File: src/rtl/frame_push_sequencer.sv
// Frame builder: forwards an A-segment, then a B-segment, then one CRC word onto a shared
// valid/ready stream. It also drives the clear/update strobes of an external CRC engine.
module frame_push_sequencer #(
    parameter int DATA_W = 8,
    parameter int LEN_W  = 8
) (
    input  logic              clk,
    input  logic              rstn,
    input  logic              start,
    input  logic [LEN_W-1:0]  len_a,
    input  logic [LEN_W-1:0]  len_b,
    input  logic              abort,
    input  logic              a_valid,
    input  logic [DATA_W-1:0] a_data,
    output logic              a_ready,
    input  logic              b_valid,
    input  logic [DATA_W-1:0] b_data,
    output logic              b_ready,
    output logic              out_valid,
    output logic [DATA_W-1:0] out_data,
    output logic              out_last,
    input  logic              out_ready,
    output logic              crc_init,
    output logic              crc_en,
    output logic [DATA_W-1:0] crc_data,
    input  logic [DATA_W-1:0] crc_value,
    output logic              busy,
    output logic              done,
    output logic              aborted
);

    typedef enum logic [1:0] {IDLE, PUSH_A, PUSH_B, CRC} state_t;

    state_t             state_reg, state_next;
    logic [LEN_W-1:0]   cnt_a_reg, cnt_a_next;
    logic [LEN_W-1:0]   cnt_b_reg, cnt_b_next;
    logic               done_reg, done_next;
    logic               aborted_reg, aborted_next;
    logic               abort_take;
    logic               a_xfer;
    logic               b_xfer;

    assign abort_take = abort && (state_reg != IDLE);
    assign a_xfer     = a_valid && out_ready;
    assign b_xfer     = b_valid && out_ready;

    always_ff @(posedge clk or negedge rstn) begin
        if (!rstn) begin
            state_reg   <= IDLE;
            cnt_a_reg   <= '0;
            cnt_b_reg   <= '0;
            done_reg    <= 1'b0;
            aborted_reg <= 1'b0;
        end else begin
            state_reg   <= state_next;
            cnt_a_reg   <= cnt_a_next;
            cnt_b_reg   <= cnt_b_next;
            done_reg    <= done_next;
            aborted_reg <= aborted_next;
        end
    end

    always_comb begin
        state_next   = state_reg;
        cnt_a_next   = cnt_a_reg;
        cnt_b_next   = cnt_b_reg;
        done_next    = 1'b0;
        aborted_next = 1'b0;
        case (state_reg)
            IDLE: begin
                if (start) begin
                    cnt_a_next = len_a;
                    cnt_b_next = len_b;
                    if (len_a != '0)
                        state_next = PUSH_A;
                    else if (len_b != '0)
                        state_next = PUSH_B;
                    else
                        state_next = CRC;
                end
            end
            PUSH_A: begin
                if (a_xfer) begin
                    cnt_a_next = cnt_a_reg - 1'b1;
                    if (cnt_a_reg == LEN_W'(1))
                        state_next = (cnt_b_reg != '0) ? PUSH_B : CRC;
                end
            end
            PUSH_B: begin
                if (b_xfer) begin
                    cnt_b_next = cnt_b_reg - 1'b1;
                    if (cnt_b_reg == LEN_W'(1))
                        state_next = CRC;
                end
            end
            CRC: begin
                if (out_ready) begin
                    state_next = IDLE;
                    done_next  = 1'b1;
                end
            end
            default: state_next = IDLE;
        endcase
        // Abort overrides whatever the current state would have done this cycle.
        if (abort_take) begin
            state_next   = IDLE;
            cnt_a_next   = '0;
            cnt_b_next   = '0;
            done_next    = 1'b0;
            aborted_next = 1'b1;
        end
    end

    always_comb begin
        a_ready   = 1'b0;
        b_ready   = 1'b0;
        out_valid = 1'b0;
        out_data  = '0;
        out_last  = 1'b0;
        crc_en    = 1'b0;
        crc_data  = '0;
        crc_init  = (state_reg == IDLE) && start && rstn;
        busy      = (state_reg != IDLE);
        done      = done_reg;
        aborted   = aborted_reg;
        if (!abort_take) begin
            case (state_reg)
                PUSH_A: begin
                    out_valid = a_valid;
                    out_data  = a_data;
                    a_ready   = out_ready;
                    crc_en    = a_xfer;
                    crc_data  = a_data;
                end
                PUSH_B: begin
                    out_valid = b_valid;
                    out_data  = b_data;
                    b_ready   = out_ready;
                    crc_en    = b_xfer;
                    crc_data  = b_data;
                end
                CRC: begin
                    out_valid = 1'b1;
                    out_data  = crc_value;
                    out_last  = 1'b1;
                end
                default: ;
            endcase
        end
    end

endmodule
File: config.mk
export PLATFORM = sky130hd
export DESIGN_NAME = frame_push_sequencer
export DESIGN_NICKNAME = d
export VERILOG_FILES = /design/src/rtl/frame_push_sequencer.sv
export SDC_FILE = /design/constraint.sdc
export NUM_CORES = 1
export LEC_CHECK = 0
export BUFFER_PORTS_ARGS = -buffer_cell sky130_fd_sc_hd__buf_2
export CAP_MARGIN = 20
export CORE_ASPECT_RATIO = 1.2
export CORE_UTILIZATION = 52
export CTS_BUF_LIST = sky130_fd_sc_hd__clkbuf_4 sky130_fd_sc_hd__clkbuf_8 sky130_fd_sc_hd__clkbuf_16
export CTS_CLUSTER_SIZE = 25
export DETAILED_ROUTE_END_ITERATION = 16
export HOLD_SLACK_MARGIN = 0.12
export PLACE_DENSITY = 0.86
export SETUP_SLACK_MARGIN = 0.1
export SLEW_MARGIN = 5
export SYNTH_ARGS = -nofsm -noshare
export SYNTH_HDL_FRONTEND = slang
export SYNTH_SLANG_ARGS = --single-unit
File: constraint.sdc
create_clock -name clk -period 5.96 [get_ports clk]
set_input_delay 0.596 -clock clk [delete_from_list [all_inputs] [get_ports clk]]
set_output_delay 0.596 -clock clk [all_outputs]
set_load 0.01 [all_outputs]
-- Word-level counts from Yosys, hierarchy flattened
Cells that the tools add are included.
- reduce and logical (&&, ||, !) cells: 15
- muxes and demuxes: 37
- add/sub/neg operators: 2
- eq/ne operators: 11
- operator list (kind ; count):
    $mux 8 ; 8
    $pmux 8 s2 ; 3
    $pmux 8 s3 ; 1
    $reduce_bool 8->1 ; 3
    $ne 3x3->1 const B ; 6
    $eq 8x1->1 const B ; 2
    $mux 2 ; 8
    $sub 8x1->8 const B ; 2
    $mux 1 ; 14
    $pmux 2 s4 ; 1
    $reduce_and 3->1 ; 2
    $reduce_and 6->1 ; 1
    $reduce_bool 3->1 ; 2
    $logic_and 1x1->1 ; 5
    $eq 2x2->1 const B ; 2
    $pmux 1 s3 ; 1
    $eq 2x1->1 const B ; 1
    $logic_not 2->1 ; 1
    $pmux 1 s2 ; 1
    $reduce_bool 2->1 ; 1
- flip-flop bits (word level): 20
- logic and storage cells: 70
- output and inout port bits: 25
- input bits: 47

-- Logic depth before layout (Yosys ltp)
Gate-level depths: netlist (run 1).
- word-level depth: 6
- mapped depth: 9
- gate-level depth less buffers: 8

-- Least setup slack after synthesis (run 1)
Ideal clock, no wire load.
- kind: reg-to-output
- from: register state_reg[1]
- to: output port out_data[6]
- buffers on the path: 2
- arrival: 1.563 ns
- path slack: 3.801 ns
- stages on the path, launching flop included: 7
- required time: 5.364 ns
- cells stage by stage: dfrtp_1 -> inv_1 -> ha_1 -> bufbuf_8 -> clkbuf_1 -> a22oi_1 -> a21oi_1
- longest elaborated chain between the ends: 3
- elaborated cells between the ends (all ways): 7
- those cells by class: eq/ne (3); mux (2); reduce/logical (2)
- RTL lines (element ; RTL line ; RTL):
    start: declaration ; 34 ; state_t state_reg, state_next;
    start signal: assignment ; 55 ; state_reg <= state_next;
    $eq 2x2->1 (tied with other cells) ; 127 ; case (state_reg)
    $pmux 8 s3 / $logic_and 1x1->1 (equally long branches) ; 127, 43 ;
    $mux 8 * ; 126 ; if (!abort_take) begin
    end: declaration ; 20 ; output logic [DATA_W-1:0] out_data,
Mark *: on every way between the ends. The rest lies on a longest branch, timed or not.

-- Worst setup path in the final report (run 1)
- from: register state_reg[0]
- to: register cnt_b_reg[4]
- longest elaborated chain between the ends: 4
- elaborated cells between the ends (all ways): 10
- those cells by class: eq/ne (3); mux (2); reduce/logical (5)
- RTL lines (element ; RTL line ; RTL):
    $reduce_bool 2->1 ; 43 ; assign abort_take = abort && (state_reg != IDLE);
    $logic_and 1x1->1 ; 43 ;
    $ne 3x3->1 (no line) / $reduce_bool 3->1 (equally long branches) ; n/a ;
    $reduce_and 3->1 (no line) ; n/a ;
    end signal: assignment ; 57 ; cnt_b_reg <= cnt_b_next;
    end: declaration ; 36 ; logic [LEN_W-1:0] cnt_b_reg, cnt_b_next;
Parallel ways exist; a longest one is shown, timed or not.
A chain may end at the register's enable or synchronous reset.

==> key figures, run 1 <==
Outcome
  – Outcome: complete, no violations

Clock network
  – Total CTS buffers: 3
  – CTS HTree Levels: 1
  – Insertion delay to the later sink of the worst-skew pair: 310 ps
  – Clock slew seen by the registers of the worst setup and hold paths: 130 ps
  – CTS tree: done
  – Clock tree sinks: 20
  – Cts-stage hold buffer count: 0
  – Count of cells resized by post-cts repair: 0
  – Clock Tree Root: clkbuf_4
  – Number of buffers inserted to repair setup after CTS: 0
  – Maximum clock insertion buffer count: 2

Synth
  – Syn. warnings: 0
  – Mapped Avg Cell Area: 7.89 sq um
  – Largest family of logic cells by synthesized area: simple AND/OR/NAND/NOR gates
  – Synthesis-stage register bit count: 20
  – Cell variety after synth: 52
  – Synth async-reset ratio: 100%
  – Main synth FF type: dfrtp_1
  – Multiplexer area fraction after synthesis: 1.83%
  – Mapped Cells: approximately 220
  – Post-synthesis share of cell area spent on full adders, half adders and majority gates: roughly 6.6%
  – Share of the yosys chip area belonging to registers: between 20% and 30%
  – Fraction of the mapped netlist area in simple logic gates: 30.1%
  – Syn_nets: ~270
  – Area of the mapped netlist: 1710 sq um
  – Synth Area in XOR/XNOR: 0%
  – Number of flops mapped to enable cells by yosys: 0
  – Synthesized-area fraction occupied by ao, oa, aoi and oai cells: 25.9%

GRT
  – Global-route wire length before repair: 7060 um
  – Overall Global Routing Usage: a little over a quarter
  – Maximum number of pins on one net before global-route repair: 29
  – Antenna violations before repair: 0
  – Vias in the first global route: 1552
  – GR Overflow Total: 0

Drt
  – Post-route DRC: 0
  – Count of routing violations after the opening detailed-route iteration: 67
  – Vias post-DR: 1832
  – Wire length after detailed routing: 4650 um
  – Number of routed nets with antenna violations: 0
  – Ratio of routed vias to standard cells: 5.76
  – Per-cell routed wire length: 14.6 um
  – Length of the first detailed-routing pass in iterations: 4

Worst setup path
  – CP Cell Sequence: inv_1 -> ha_1 -> a21bo_1 -> a21oi_2 -> a21o_1 -> o21ai_0 -> a221o_1
  – Cell at the slowest stage of the critical path: ha_1
  – Reg2reg path depth: 7
  – Setup Crit Path Kind: reg2reg
  – Arr. time, crit path: 3040 ps
  – Type of element capturing the critical path: register
  – Crit. path cell count: 7
  – Max Fanout on Critical Path: 28
  – Biggest cell delay along the critical path: 790 ps
  – CP Data Required Time: around 6000 ps
  – Crit path max-delay family: compound AO/OA/AOI/OAI gates
  – Buffers & Inverters on Critical Path: 1
  – Startpoint type of the worst setup path: register

Power and ir drop
  – Worst supply voltage drop on vdd: roughly 0.00037 V
  – Leak pwr: approximately 1.0 nW
  – Switch share: roughly half
  – Portion of total power attributed to combinational logic: about two thirds
  – Switching power: 517 uW
  – Clk network pwr share: 10.8%
  – Pwr Density: roughly 500 nW/um^2
  – Cell Int Power: ~530 uW
  – Sequential share of power: 24.1%

Floorplan
  – Die width: 54.4 um
  – Core Box Area: 3110 sq um
  – Number of standard-cell rows in the floorplan: 22
  – Number of primary I/O pins: 72
  – Initial Utilization: between 50% and 60%
  – Die area: roughly 3500 sq um
  – Die boundary height: 64.9 um

Placed design
  – Placed wire-length estimate after detailed placement: 3500 um
  – Count of buffers inserted at the top-level ports: 71
  – Placed cell count: 314
  – Global placer's final weighted congestion: slightly below 0.9

STA
  – Time the worst path needs with I/O delays and setup: 2830 ps
  – Worst clock skew on the final layout: 11.7 ps
  – Worst slew pin tran: 1040 ps
  – Final hold vios: 0
  – Setup repair after global routing missed its margin: false
  – Count of final max-slew check failures: 0
  – Final period util: 47.4%
  – Headroom to the max-slew limit: 30.4%
  – Sum of negative setup slack: 0 ps
  – Maximum clock frequency: 354 MHz
  – Final setup violation count: 0

Cells and area
  – Commonest non-fill, non-tap cells in the layout: buf_2, nor2_1, nand2_1
  – Final-stage net count: 339
  – Signed area change from the synthesized netlist to the final layout: 22.7%
  – Cell Count, Final, Fillers Out: between 300 and 400
  – Share of layout cells above drive strength 1: 30.1%
  – Diode insertion count for antenna repair: 0
  – Most frequent standard cell in the layout excluding fill and tap cells: buf_2

Worst hold path
  – Worst Hold Class: in2async

Job
  – Max Cap Violations: 0
## worst reg2reg max path: stages (launching register included)
cell     delay [ps]
dfrtp_1         440
inv_1           100
ha_1            790
a21bo_1         320
a21oi_2         200
a21o_1          400
o21ai_0         180
a221o_1         310
## layout make-up
type	count	area, sq um
Sequential cell	20	500
Fill cell	284	1010
Clock buffer	3	22.5
Multi-Input combinational cell	175	1100
Tap cell	36	45.0
Timing Repair Buffer	71	355
Inverter	12	45.0
Clock inverter	1	30.0
## power groups by stage
stage	combinational, mW	clock [mW]	sequential [mW]
2_1_floorplan	0.532	0	0.241
3_3_place_gp	0.661	0	0.252
3_5_place_dp	0.676	0	0.254
4_1_cts	0.677	0.113	0.251
5_1_grt	0.753	0.121	0.262
6_report	0.680	0.113	0.252
## final timing paths
kind,from,end,slack (ps)
max,state_reg[0],cnt_b_reg[4],3130
min,rstn,cnt_b_reg[4],220
max reg2reg,state_reg[0],cnt_b_reg[4],3130
min reg2reg,cnt_b_reg[6],cnt_b_reg[6],510
max in group asynchronous,rstn,state_reg[0],5400
min in group clk,cnt_b_reg[6],cnt_b_reg[6],510
## cells by family after synthesis
group,after synthesis
flops,20
compound gates,68
mux,3
fa+ha+maj,9
buf+inv,22
simple gates,95
## metrics by stage
step           cell area, sq um  power, mW  utilization (%)  hold WS (ps)  worst slack (ps)
3_5_place_dp               2050      0.930             65.9           490              3160
2_1_floorplan              1710      0.773                -           300              3800
5_1_grt                    2100       1.14             67.6           237              2900
6_report                   2100       1.04             67.6           219              3130
4_1_cts                    2100       1.04             67.6           232              3160
3_3_place_gp               2050      0.913             65.9           487              3240
## synthesized netlist by cell type (2+ instances only)
master	instances	area share [%]
nor4b_1	5	2.6
a41oi_1	2	1.0
o21ai_0	3	0.88
inv_1	11	2.4
a31oi_1	3	1.1
buf_1	2	0.44
a21oi_1	18	5.3
mux2i_1	2	1.2
o21ai_1	15	4.4
o211ai_1	2	0.88
dfrtp_1	20	29
a21oi_2	2	1.0
nor2b_1	3	1.1
nor4_1	5	1.8
nand3_1	3	0.88
o31ai_1	2	0.88
nand2_1	21	4.6
a22oi_1	9	3.9
clkbuf_1	3	0.66
or3_1	5	1.8
and2_1	2	0.73
a221o_1	2	1.2
and3_1	5	1.8
ha_1	9	6.6
nand2b_1	5	1.8
nor2_1	25	5.5
buf_2	3	0.88
nor3_1	6	1.8
## metal layers
metal / global-route usage, % / vias up / routed length (um)
met5: 0 / - / 0
met4: 8.01 / 0 / 74
met3: 3.29 / 12 / 157
met2: 42.7 / 42 / 2320
met1: 37.2 / 855 / 2100
li1: - / 923 / -
No activity file was read; power rests on OpenSTA's default activity.
==> inputs of run 2 (changes only) <==
- CORE_UTILIZATION: 52 -> 48
- PLACE_DENSITY: 0.86 -> 0.8
- clock period: 5.96 -> 2.63 ns (I/O delays scaled with it)
==> run 2 against run 1 <==
  * Utilization fell by 3.6 points
  * Clock power rose to 2.8 times the previous value
  * Wire length rose by 0.97%
  * Critical path depth fell by 1
  * Combinational power rose by 130%
==> key figures, run 2 (synthesized netlist as in run 1, its figures left out) <==
Outcome
  – Outcome: complete, no violations

Power and ir drop
  – Leak pwr: 1.06 nW
  – Pwr Density: roughly 1100 nW/um^2
  – Clk network pwr share: 13.0%
  – Sequential share of power: a little under a quarter
  – Cell Int Power: 1.27 mW
  – Portion of total power attributed to combinational logic: 63.9%
  – Worst supply voltage drop on vdd: 0.000741 V
  – Switch share: 48.5%
  – Switching power: 1.20 mW

GRT
  – GR Overflow Total: 0
  – Maximum number of pins on one net before global-route repair: 28
  – Antenna violations before repair: 0
  – Overall Global Routing Usage: 24.5%
  – Vias in the first global route: between 1500 and 2000
  – Global-route wire length before repair: 7310 um

STA
  – Sum of negative setup slack: 0 ps
  – Final period util: 82.8%
  – Maximum clock frequency: 459 MHz
  – Final hold vios: 0
  – Count of final max-slew check failures: 0
  – Setup repair after global routing missed its margin: false
  – Worst clock skew on the final layout: 5.60 ps
  – Final worst slack: 453 ps
  – Worst slew pin tran: roughly 850 ps
  – Final setup violation count: 0
  – Time the worst path needs with I/O delays and setup: 2180 ps
  – Headroom to the max-slew limit: 42.7%

Worst hold path
  – Endpoint of the worst hold-timing path: cnt_a_reg[6]
  – Worst Min Path Start: len_a[6]
  – Hold Path Stages: 3
  – Worst Hold Class: in2reg

Floorplan
  – Number of standard-cell rows in the floorplan: 23
  – Core Box Area: 3370 sq um
  – Number of primary I/O pins: 72
  – Die area: between 3000 and 4000 sq um
  – Initial Utilization: between 50% and 60%
  – Die boundary height: about 67 um
  – Die width: 56.5 um

Worst setup path
  – Startpoint type of the worst setup path: register
  – Critical register-to-register path startpoint: state_reg[0]
  – Setup Crit Path Kind: reg2out
  – Reg2reg path depth: 7
  – Max Fanout on Critical Path: 13
  – Arr. time, crit path: about 1900 ps
  – Type of element capturing the critical path: output port
  – Critical R2R Capture: cnt_b_reg[2]
  – Slack of the worst reg-to-reg path: 500 ps
  – CP Data Required Time: 2370 ps

Drt
  – Wire length after detailed routing: between 4000 and 5000 um
  – Length of the first detailed-routing pass in iterations: 4
  – Ratio of routed vias to standard cells: a little under 6
  – Per-cell routed wire length: roughly 15 um
  – Count of routing violations after the opening detailed-route iteration: 83
  – Post-route DRC: 0
  – Vias post-DR: between 1500 and 2000
  – Number of routed nets with antenna violations: 0

Placed design
  – Global placer's final weighted congestion: 0.817
  – Cell area after placement: 2070 sq um
  – Post-place setup slack: 520 ps
  – Count of buffers inserted at the top-level ports: ~70
  – Placed wire-length estimate after detailed placement: 3550 um
  – Placed cell count: 318

Clock network
  – Clock tree sinks: 20
  – CTS tree: done
  – Clock slew seen by the registers of the worst setup and hold paths: 80 ps
  – CTS HTree Levels: 1
  – Clock Tree Root: clkbuf_8
  – Insertion delay to the later sink of the worst-skew pair: 270 ps
  – Number of buffers inserted to repair setup after CTS: 0
  – Maximum clock insertion buffer count: 2
  – Total CTS buffers: 3

Cells and area
  – Filler Cell Count: ~300
  – Post-route standard cell area excluding fillers: 2150 sq um
  – Most frequent standard cell in the layout excluding fill and tap cells: buf_2
  – Diode insertion count for antenna repair: 0
  – Signed area change from the synthesized netlist to the final layout: 25.8%
  – Share of layout cells above drive strength 1: between 30 and 40%
  – Final-stage net count: 343
  – Cell Count, Final, Fillers Out: 323
  – Commonest non-fill, non-tap cells in the layout: buf_2, nor2_1, nand2_1

Job
  – Max Cap Violations: 0
==> run 2: cell types whose count changed in the layout (fill, tap and decap cells not counted), sizes merged <==
cell,previous run,this run
buf,71,74
dlygate4sd3,0,1
==> run 2: stage by stage <==
stage	utilization [%]	hold WS (ps)	power [mW]
3_3_place_gp	61.6	245	2.11
4_1_cts	64.0	219	2.46
2_1_floorplan	-	-32.6	1.75
5_1_grt	64.0	250	2.70
6_report	64.0	218	2.47
3_5_place_dp	61.6	249	2.14
==> run 2: worst max-delay path, stage by stage (launching register included) <==
cell and delay, ps:
dfrtp_1 420, inv_1 90, ha_1 310, nand2b_4 270
nand2_1 240, nor2_1 170, buf_2 150
==> run 2: how the worst max path moves through the flow <==
stage                             from            to  slack (ps)  depth (start not counted)
after floorplan           cnt_a_reg[4]  state_reg[0]         670                          5
after global placement    state_reg[0]  cnt_b_reg[4]         570                          7
after detailed placement  state_reg[1]  cnt_b_reg[2]         520                          7
after CTS                 state_reg[0]   crc_data[5]         460                          6
after global routing      state_reg[1]   crc_data[7]         310                          6
final                     state_reg[0]   crc_data[5]         450                          6
==> run 2: per-layer routing <==
layer	wire length, um	track usage [%]	vias to the layer above
met1	2050	33.9	879
li1	-	-	926
met4	53	7.62	0
met5	0	0	-
met2	2360	40.1	58
met3	223	2.87	5
==> run 2: cell type report <==
cell class | instances | area, sq um | share of cell area [%]
multi-input cells | 175 | 1100 | 51.2
flip-flops and latches | 20 | 500 | 23.2
well taps | 37 | 46.3 | 2.15
repair buffers | 75 | 388 | 18.0
inverters | 12 | 45.0 | 2.09
clock inverters | 1 | 30.0 | 1.39
clock buffers | 3 | 41.3 | 1.92
==> run 2: power groups by stage <==
stage          clock [mW]  sequential, mW  combinational, mW
3_3_place_gp            0           0.571               1.54
4_1_cts             0.322           0.570               1.57
2_1_floorplan           0           0.546               1.21
3_5_place_dp            0           0.575               1.56
6_report            0.321           0.571               1.58
5_1_grt             0.340           0.594               1.77
==> run 2: what timing repair did <==
action	in CTS	in global routing
hold endpoints to repair	20	0
resized for setup	0	0
hold buffers	1	0
